**src/rtl/sm_debug_dumper.sv**
```systemverilog
// sm_debug_dumper: sweeps debug registers FIRST_REG..LAST_REG, emitting a 5-byte record per register (tag {3'b101,addr}, then data MSB first).
// Latency: start edge to first out_valid is 2 edges; 6 cycles per register with out_ready held high (one bubble cycle per register).
// Backpressure: out_data/out_valid hold while out_valid & !out_ready; start is ignored while busy.
//
// Ports:
//   clk, rst_n           clock, asynchronous active-low reset
//   start                one-cycle dump request, sampled only in IDLE
//   regAddr / regData    debug port address out, combinational register data in
//   out_data/out_valid/out_ready  byte stream with valid/ready handshake
//   busy, done           dump in progress; one-cycle pulse after the final byte is accepted
module sm_debug_dumper #(
  parameter int FIRST_REG = 0,
  parameter int LAST_REG  = 31
) (
  input  logic        clk,
  input  logic        rst_n,
  input  logic        start,
  output logic [4:0]  regAddr,
  input  logic [31:0] regData,
  output logic [7:0]  out_data,
  output logic        out_valid,
  input  logic        out_ready,
  output logic        busy,
  output logic        done
);

  localparam logic [4:0] FIRST_ADDR = 5'(FIRST_REG);
  localparam logic [4:0] LAST_ADDR  = 5'(LAST_REG);
  localparam logic [2:0] LAST_BYTE  = 3'd4;

  typedef enum logic [1:0] {IDLE, ADDR, SEND} state_t;

  state_t      state, state_nx;
  logic [4:0]  addr_nx;
  logic [7:0]  data_nx;
  logic        valid_nx, busy_nx, done_nx;
  logic [2:0]  cnt, cnt_nx;
  logic [39:0] shift, shift_nx;
  logic        accept;

  assign accept = out_valid & out_ready;

  always_ff @(posedge clk or negedge rst_n) begin
    if (!rst_n) begin
      state     <= IDLE;
      regAddr   <= 5'd0;
      out_data  <= 8'd0;
      out_valid <= 1'b0;
      busy      <= 1'b0;
      done      <= 1'b0;
      cnt       <= 3'd0;
      shift     <= 40'd0;
    end else begin
      state     <= state_nx;
      regAddr   <= addr_nx;
      out_data  <= data_nx;
      out_valid <= valid_nx;
      busy      <= busy_nx;
      done      <= done_nx;
      cnt       <= cnt_nx;
      shift     <= shift_nx;
    end
  end

  always_comb begin
    state_nx = state;
    addr_nx  = regAddr;
    data_nx  = out_data;
    valid_nx = out_valid;
    busy_nx  = busy;
    done_nx  = 1'b0;
    cnt_nx   = cnt;
    shift_nx = shift;
    case (state)
      IDLE: begin
        if (start) begin
          addr_nx  = FIRST_ADDR;
          busy_nx  = 1'b1;
          state_nx = ADDR;
        end
      end
      // regAddr has been stable for a full cycle, so regData is settled here.
      ADDR: begin
        shift_nx = {3'b101, regAddr, regData};
        data_nx  = {3'b101, regAddr};
        valid_nx = 1'b1;
        cnt_nx   = 3'd0;
        state_nx = SEND;
      end
      SEND: begin
        if (accept) begin
          if (cnt != LAST_BYTE) begin
            // Rotate rather than shift so the tag byte stays in the register;
            // shift[31:24] is always the next data byte to present.
            data_nx  = shift[31:24];
            shift_nx = {shift[31:0], shift[39:32]};
            cnt_nx   = cnt + 3'd1;
          end else if (regAddr != LAST_ADDR) begin
            // Compare happens before the increment, so LAST_REG=31 never wraps.
            valid_nx = 1'b0;
            addr_nx  = regAddr + 5'd1;
            state_nx = ADDR;
          end else begin
            valid_nx = 1'b0;
            busy_nx  = 1'b0;
            done_nx  = 1'b1;
            addr_nx  = 5'd0;
            state_nx = IDLE;
          end
        end
      end
      default: state_nx = IDLE;
    endcase
  end

endmodule

```
**config.mk**
```make
export PLATFORM = sky130hd
export DESIGN_NAME = sm_debug_dumper
export DESIGN_NICKNAME = d
export VERILOG_FILES = /design/src/rtl/sm_debug_dumper.sv
export SDC_FILE = /design/constraint.sdc
export NUM_CORES = 1
export LEC_CHECK = 0
export ABC_AREA = 0
export BUFFER_PORTS_ARGS = -buffer_cell sky130_fd_sc_hd__buf_4
export CORE_UTILIZATION = 50
export DETAILED_ROUTE_END_ITERATION = 10
export PLACE_DENSITY_LB_ADDON = 0.15
export SETUP_SLACK_MARGIN = 0.4
export SYNTH_ARGS = -nofsm -noshare
export SYNTH_HDL_FRONTEND = slang
export SYNTH_SLANG_ARGS = --single-unit
```
**constraint.sdc**
```tcl
create_clock -name clk -period 4.4 [get_ports clk]
set_clock_uncertainty 0.2 [all_clocks]
set_input_delay 0.66 -clock clk [delete_from_list [all_inputs] [get_ports clk]]
set_output_delay 0.66 -clock clk [all_outputs]
set_load 0.005 [all_outputs]
```
Yosys cells after proc, flatten, opt, wreduce, memory -nomap -nowiden

Cells that the tools add are included.

Register bits after elaboration: 61
Input port bits: 36

Add/subtract/negate cells: 2
Multiplexer cells: 31
Bitwise operators: 1
Equality and inequality tests: 9
Reductions and logical operators: 8

Operator list:

| kind                | count |
|---|---|
| $mux 40             | 2 |
| $pmux 40 s2         | 1 |
| $mux 5              | 4 |
| $mux 8              | 2 |
| $pmux 8 s2          | 1 |
| $mux 1              | 11 |
| $ne 2x2->1 const B  | 5 |
| $pmux 5 s2          | 1 |
| $reduce_and 3->1    | 3 |
| $mux 2              | 3 |
| $mux 3              | 2 |
| $pmux 2 s3          | 1 |
| $pmux 3 s2          | 1 |
| $add 5x1->5 const B | 1 |
| $ne 5x5->1 const B  | 1 |
| $reduce_and 5->1    | 1 |
| $pmux 1 s2          | 2 |
| $reduce_and 4->1    | 1 |
| $reduce_bool 2->1   | 2 |
| $add 3x1->3 const B | 1 |
| $ne 3x3->1 const B  | 1 |
| $eq 2x1->1 const B  | 1 |
| $eq 2x2->1 const B  | 1 |
| $logic_not 2->1     | 1 |
| $and 1x1->1         | 1 |

Depth between registers and ports, before layout

Gate-level depths: netlist of run 1.

Depth after elaboration: 5
Mapped depth: 6
Mapped depth without buffers: 6

Worst setup path before layout of run 1

OpenSTA, ideal clock, no wires.

Path kind: register -> register
Start: register cnt[0]
End: register shift[20]
Required time: 4,075 ps
Stages on the path, launching flop included: 7
Path slack: 2,376 ps
Arrival: 1,699 ps
Path buffers: 1
Cell sequence: dfrtp_1 inv_1 ha_1 and2_1 o31ai_4 buf_6 mux2_2

Word-level cells in the longest chain between the ends: 3

Ends and longest elaborated chain:

| element                           | RTL line | text |
|---|---|---|
| start, declared                   | 37       | `logic [2:0] cnt, cnt_nx;` |
| start signal, assigned            | 60       | `cnt <= cnt_nx;` |
| $ne 3x3->1                        | 92       | `if (cnt != LAST_BYTE) begin` |
| $ne 2x2->1 (no source line)       | --       |  |
| $reduce_and 3->1 (no source line) | --       |  |
| end signal, assigned              | 61       | `shift <= shift_nx;` |
| end, declared                     | 38       | `logic [39:0] shift, shift_nx;` |

No other way between the ends.
A chain may end at the register's enable or synchronous reset.

Worst setup path in the final report of run 1

Start: register state[1]
End: register shift[15]

Word-level cells in the longest chain between the ends: 3

Ends and longest elaborated chain:

| element                                                          | RTL line | text |
|---|---|---|
| start, declared                                                  | 33       | `state_t state, state_nx;` |
| start signal, assigned                                           | 54       | `state <= state_nx;` |
| $eq 2x2->1 or $eq 2x1->1 (tied branches)                         | 74       | `case (state)` |
| $ne 2x2->1 (no source line) or $reduce_bool 2->1 (tied branches) | --       |  |
| $reduce_and 3->1 (no source line)                                | --       |  |

Several ways; a longest one is shown, not always the timed one.

==> flow_summary.toml, run 1 <==
[global_routing]
grt_max_degree = 54
grt_pass1_wl_mm = 7.783
gr-total-overflow = 0
track_usage = 0.1658
grt_pass1_vias = 1608
antenna_found_initial = 0

[placed_design]
place_inst = 308
routabilityCongestion = 0.7230
portBuffers = 51
dp_hpwl_mm = 3.191

[final_layout]
layout_commonest_cell = "mux2_2"
antenna_cells = 0
multiInputGateArea_um2 = 1303
nFillCells = 469
finalNonFillerCells = 315
drive_above_1_share = 0.5673
seq_area_um2 = 1326
fin_util = 0.6130
layout.cells.most_common_list = "mux2_2 (59), dfrtp_1 (53), buf_4 (53), mux2_4 (16), inv_1 (8)"
area_growth_pct = 14.76
nets = 285

[die]
fp-row-count = 26
core-area_um2 = 5270
start_util = 0.5342
die_h_um = 77.04
io_pins = 52
die_x_um = 77.04
die_area_um2 = 5934

[setup_path]
cp_max_fo = 28
crit_arrival_ns = 2.62
start_kind = "register"
max_stage_delay_ns = 0.78
endpoint_kind = "register"
r2r_start = "state[1]"
worst_path_most_repeated_cell = "mux2_2"
crit_chain = "nor2b_4, buf_4, mux2_2, mux2_2"
r2r_cells = 4
crit_required_ns = 4.39
r2r_end = "shift[15]"
worstSetupPathType = "reg -> reg"
ff2ff_setup_slack_ns = 1.77
crit_slowest_cell = "nor2b_4"

[sta]
setup_tns_ns = 0
drv_slew = 0
relSlewSlack = 0.4290
worst_pin_slew_ns = 0.8547
hold_violations = 0
period_minus_slack_ns = 2.635
rsz0062_at_grt = "no"
fmax_ghz = 0.3796
fin_crit_sh = 0.5988
setup_viol_count_final = 0

[power_and_ir_drop]
p_per_area_nw_per_um2 = 608.3
ir_drop_uv = 405.0
p_leak_nw = 1.515
finalPower_mw = 1.965

[clocking]
numCtsBuffers = 5
hold_buffers = 0
htree_levels = 2
clock_latency_ns = 0.30
cts_buffer_depth = 2
cts_sinks = 53
cts_tree = "done"
post_cts_buffers = 0
cts_resized = 0
cts_root_buffer = "clkbuf_8"
clkTransAtPathRegs_ns = 0.09

[logic_synthesis]
synth-async-reset-ratio = 1.000
synth_area_leaders = "dfrtp_1 (47%), mux2_2 (24%), mux2_4 (8.5%)"
synth_cell_types = 39
synth_edf_count = 0
syn_area_um2 = 2815
ys.flop_type = "dfrtp_1"
syn-num-nets = 243
yosys_warnings = 0
synth.avg_cell_area_um2 = 13.87
syn-instance-count = 203
yosysSeqAreaShare = 0.4711
ys_ff_latch = 53
synth_top_area_share = 0.4711
yosysTopAreaCell = "dfrtp_1"

[drt]
vias = 1629
wl_per_cell_um = 15.03
antenna_left = 0
drc = 0
drt-initial-drc-count = 92
via_per_inst = 5.171
wl_mm = 4.734
drt_pass1_iterations = 4

[worst_hold_path]
hold_class = "in -> async"

[run]
cap_violations = 0

[status]
status = "completed"
==> worst max-delay path: cells and delay by family, from the launching register on <==
kind	cells	cell delay, ns
DFF	1	0.56
buffers and inverters	1	0.35
muxes	2	0.61
and+or+nand+nor	1	0.78
==> worst max-delay path by stage <==
stage              from  slack, ns   endpoint
2_1_floorplan    cnt[0]       2.38  shift[20]
3_3_place_gp   state[1]       1.81  shift[12]
3_5_place_dp   state[1]       1.79  shift[15]
4_1_cts        state[1]       1.77  shift[15]
5_1_grt        state[1]       1.63  shift[12]
6_report       state[1]       1.77  shift[15]
==> registers in the layout, summed over array words and instances, names as in the netlist <==
name and flops:
done 1, out_data 8, out_valid 1, regAddr 5, cnt 3, busy 1
state 2, shift 32
==> report_power, final <==
group | switching [mW] | total [mW] | internal [mW]
sequential | 0.130 | 0.821 | 0.690
clock | 0.149 | 0.274 | 0.125
combinational | 0.323 | 0.871 | 0.548
==> cells by family after synthesis <==
kind of cell | synth area share
simple gates | 0.06533
flops | 0.4711
fa+ha+maj | 0.01778
compound gates | 0.04756
mux | 0.3320
buf+inv | 0.06622
==> layer usage <==
metal | wire, um | part of all wire | global-route usage
met1 | 2389 | 0.50 | 0.2421
met2 | 2108 | 0.45 | 0.2420
met3 | 184 | 0.039 | 0.03929
met4 | 52 | 0.011 | 0.05283
met5 | 0 | 0 | 0
==> stage by stage <==
stage / cell area (um^2) / worst slack [ns] / hold WS, ns
final: 3231 / 1.765 / 0.1856
after global routing: 3231 / 1.633 / 0.2396
after CTS: 3231 / 1.772 / 0.2154
after detailed placement: 3144 / 1.791 / 0.2913
after global placement: 3144 / 1.808 / 0.2760
after floorplan: 2815 / 2.376 / 0.1644
==> Yosys cell counts (2+ instances only) <==
cell type,count
buf_6,6
dfrtp_1,53
mux2_4,16
nor4_1,4
mux2i_1,3
a21oi_1,3
nand4_1,2
buf_2,2
inv_1,8
o21ai_0,3
ha_1,4
o2bb2ai_1,2
nand2_1,3
nor2_1,2
a211o_1,2
mux2_2,59
buf_4,8
and3_1,2
==> area by class of cell <==
type | instances | area share
multi-input cells | 124 | 0.4032
repair buffers | 53 | 0.1232
inverters | 8 | 0.009295
clock buffers | 7 | 0.02672
flip-flops and latches | 53 | 0.4105
well taps | 70 | 0.02711
(Power assumes the default switching activity.)
==> inputs of run 2 (changes only) <==
==> constraint.sdc (replaced) <==
create_clock -name clk -period 2.2 [get_ports clk]
set_clock_uncertainty 0.2 [all_clocks]
set_input_delay 0.33 -clock clk [delete_from_list [all_inputs] [get_ports clk]]
set_output_delay 0.33 -clock clk [all_outputs]
set_load 0.005 [all_outputs]
==> run 2 against run 1 <==
Cell area up 13%. Final cell count up 7.0%. Critical path depth grew 3. Flip-flop and latch count unchanged. Fmax grew 32%. Routed wire length rose by 18%. Die area stayed put. Sequential share of layout area fell by 4.5 points. Register-to-register slack lost 1.6 ns. Non-clock buffer count up 22.
==> flow_summary.toml, run 2 (synthesis results as in run 1) <==
[final_layout]
area_growth_pct = 29.11
layout_commonest_cell = "buf_4"
fin_util = 0.6897
largest_register_ffs = 32
finalNonFillerCells = 337
reg_top3 = "shift (32), out_data (8), regAddr (5)"
layout.cells.most_common_list = "buf_4 (66), dfrtp_1 (50), mux2_4 (41), mux2_2 (34)"
antenna_cells = 0
regMostFlops = "shift"
drive_above_1_share = 0.6367
nets = 307

[clocking]
clkTransAtPathRegs_ns = 0.09
cts_root_buffer = "clkbuf_8"
htree_levels = 2
cts_buffer_depth = 2
clock_latency_ns = 0.30
cts_sinks = 53
cts_tree = "done"
numCtsBuffers = 5

[setup_path]
path_delay_family = "buffers and inverters"
worstSetupPathType = "reg -> reg"
r2r_end = "shift[16]"
crit_buf_inv = 3
ff2ff_setup_slack_ns = 0.20
max_stage_delay_ns = 0.37
crit_arrival_ns = 1.98
crit_slowest_cell = "dfrtp_1"
start_kind = "register"
r2r_cells = 7
cp_max_fo = 7
crit_required_ns = 2.18
endpoint_kind = "register"
crit_chain = "inv_2, ha_4, and2_4, o31ai_4, buf_6, clkbuf_16, mux2_4"
r2r_start = "cnt[0]"

[sta]
setup_viol_count_final = 0
worst_pin_slew_ns = 0.6734
drv_slew = 0
whs_ns = 0.1829
rsz0062_at_grt = "yes"
fin_crit_sh = 0.9074
hold_violations = 0
fmax_ghz = 0.5009
relSlewSlack = 0.5510
setup_tns_ns = 0
period_minus_slack_ns = 1.996

[power_and_ir_drop]
p_sw_frac = 0.3029
p_sw_mw = 1.430
seqPwrFrac = 0.352
pwr-share-comb = 0.532
power.internal_mw = 3.291
ir_drop_uv = 659.6
p_leak_nw = 1.740
p_per_area_nw_per_um2 = 1299
p_clk_frac = 0.117

[placed_design]
routabilityCongestion = 0.7732
dp_hpwl_mm = 3.362
place_inst = 312
portBuffers = 51

[global_routing]
grt_pass1_wl_mm = 9.183
track_usage = 0.1970
gr-total-overflow = 0
grt_max_degree = 54
antenna_found_initial = 0
grt_pass1_vias = 1856

[drt]
drt-initial-drc-count = 95
antenna_left = 0
drc = 0
via_per_inst = 5.350
drt_pass1_iterations = 4
wl_per_cell_um = 16.53
vias = 1803
wl_mm = 5.570

[die]
core-area_um2 = 5270
die_h_um = 77.04
start_util = 0.5342
die_x_um = 77.04
fp-row-count = 26
io_pins = 52
die_area_um2 = 5934

[worst_hold_path]
hp-start = "regData[27]"
worstHoldEndpoint = "shift[27]"
worstHoldPathCells = 3
hold_class = "in -> reg"

[status]
status = "completed"

[run]
cap_violations = 0
[run 2: final cells by class]
type                            instances  area [um^2]
Sequential cell                        53         1330
Tap cell                               70        87.58
Fill cell                             393         1635
Inverter                                8        30.03
Timing Repair Buffer                   75        668.1
Clock buffer                            7        86.33
Multi-Input combinational cell        124         1433
[run 2: power by group through the flow]
stage | sequential, mW | clock [mW] | combinational, mW
after CTS | 1.65 | 0.565 | 2.32
after global routing | 1.71 | 0.600 | 2.67
after global placement | 1.66 | 0 | 1.93
after floorplan | 1.57 | 0 | 1.73
final | 1.66 | 0.552 | 2.51
after detailed placement | 1.67 | 0 | 1.96
[run 2: metal layers]
metal	track usage	wire length (um)
met3	0.03810	163
met2	0.3071	2719
met5	0	0
met4	0.06038	57
met1	0.2773	2630
[run 2: worst reg2reg max path, stage by stage (launching register included)]
cell	delay [ns]
dfrtp_1	0.37
inv_2	0.07
ha_4	0.16
and2_4	0.14
o31ai_4	0.29
buf_6	0.18
clkbuf_16	0.17
mux2_4	0.30
[run 2: worst max path at each step]
stage	start	endpoint	slack, ns	depth (start not counted)
2_1_floorplan	cnt[0]	shift[20]	0.25	6
3_3_place_gp	cnt[0]	shift[7]	0.18	6
3_5_place_dp	cnt[0]	shift[12]	0.12	6
4_1_cts	cnt[1]	shift[19]	0.26	7
5_1_grt	cnt[0]	shift[1]	0.16	7
6_report	cnt[0]	shift[16]	0.20	7
[run 2: metrics by stage]
stage	setup WS (ns)	total power, mW	area (um^2)
CTS	0.2573	4.534	3520
global route	0.1586	4.983	3635
floorplan	0.2479	3.296	2854
finish	0.2037	4.721	3635
detailed placement	0.1214	3.628	3238
global placement	0.1781	3.584	3238
[run 2: repair_timing]
action                                 CTS  global route
endpoints found under the hold margin   53             0
setup buffers                           10             4
setup endpoints to repair               44            43
cloned                                   2             1
resized for setup                       19            15
pin swaps                                2             2
hold buffers                             1             0
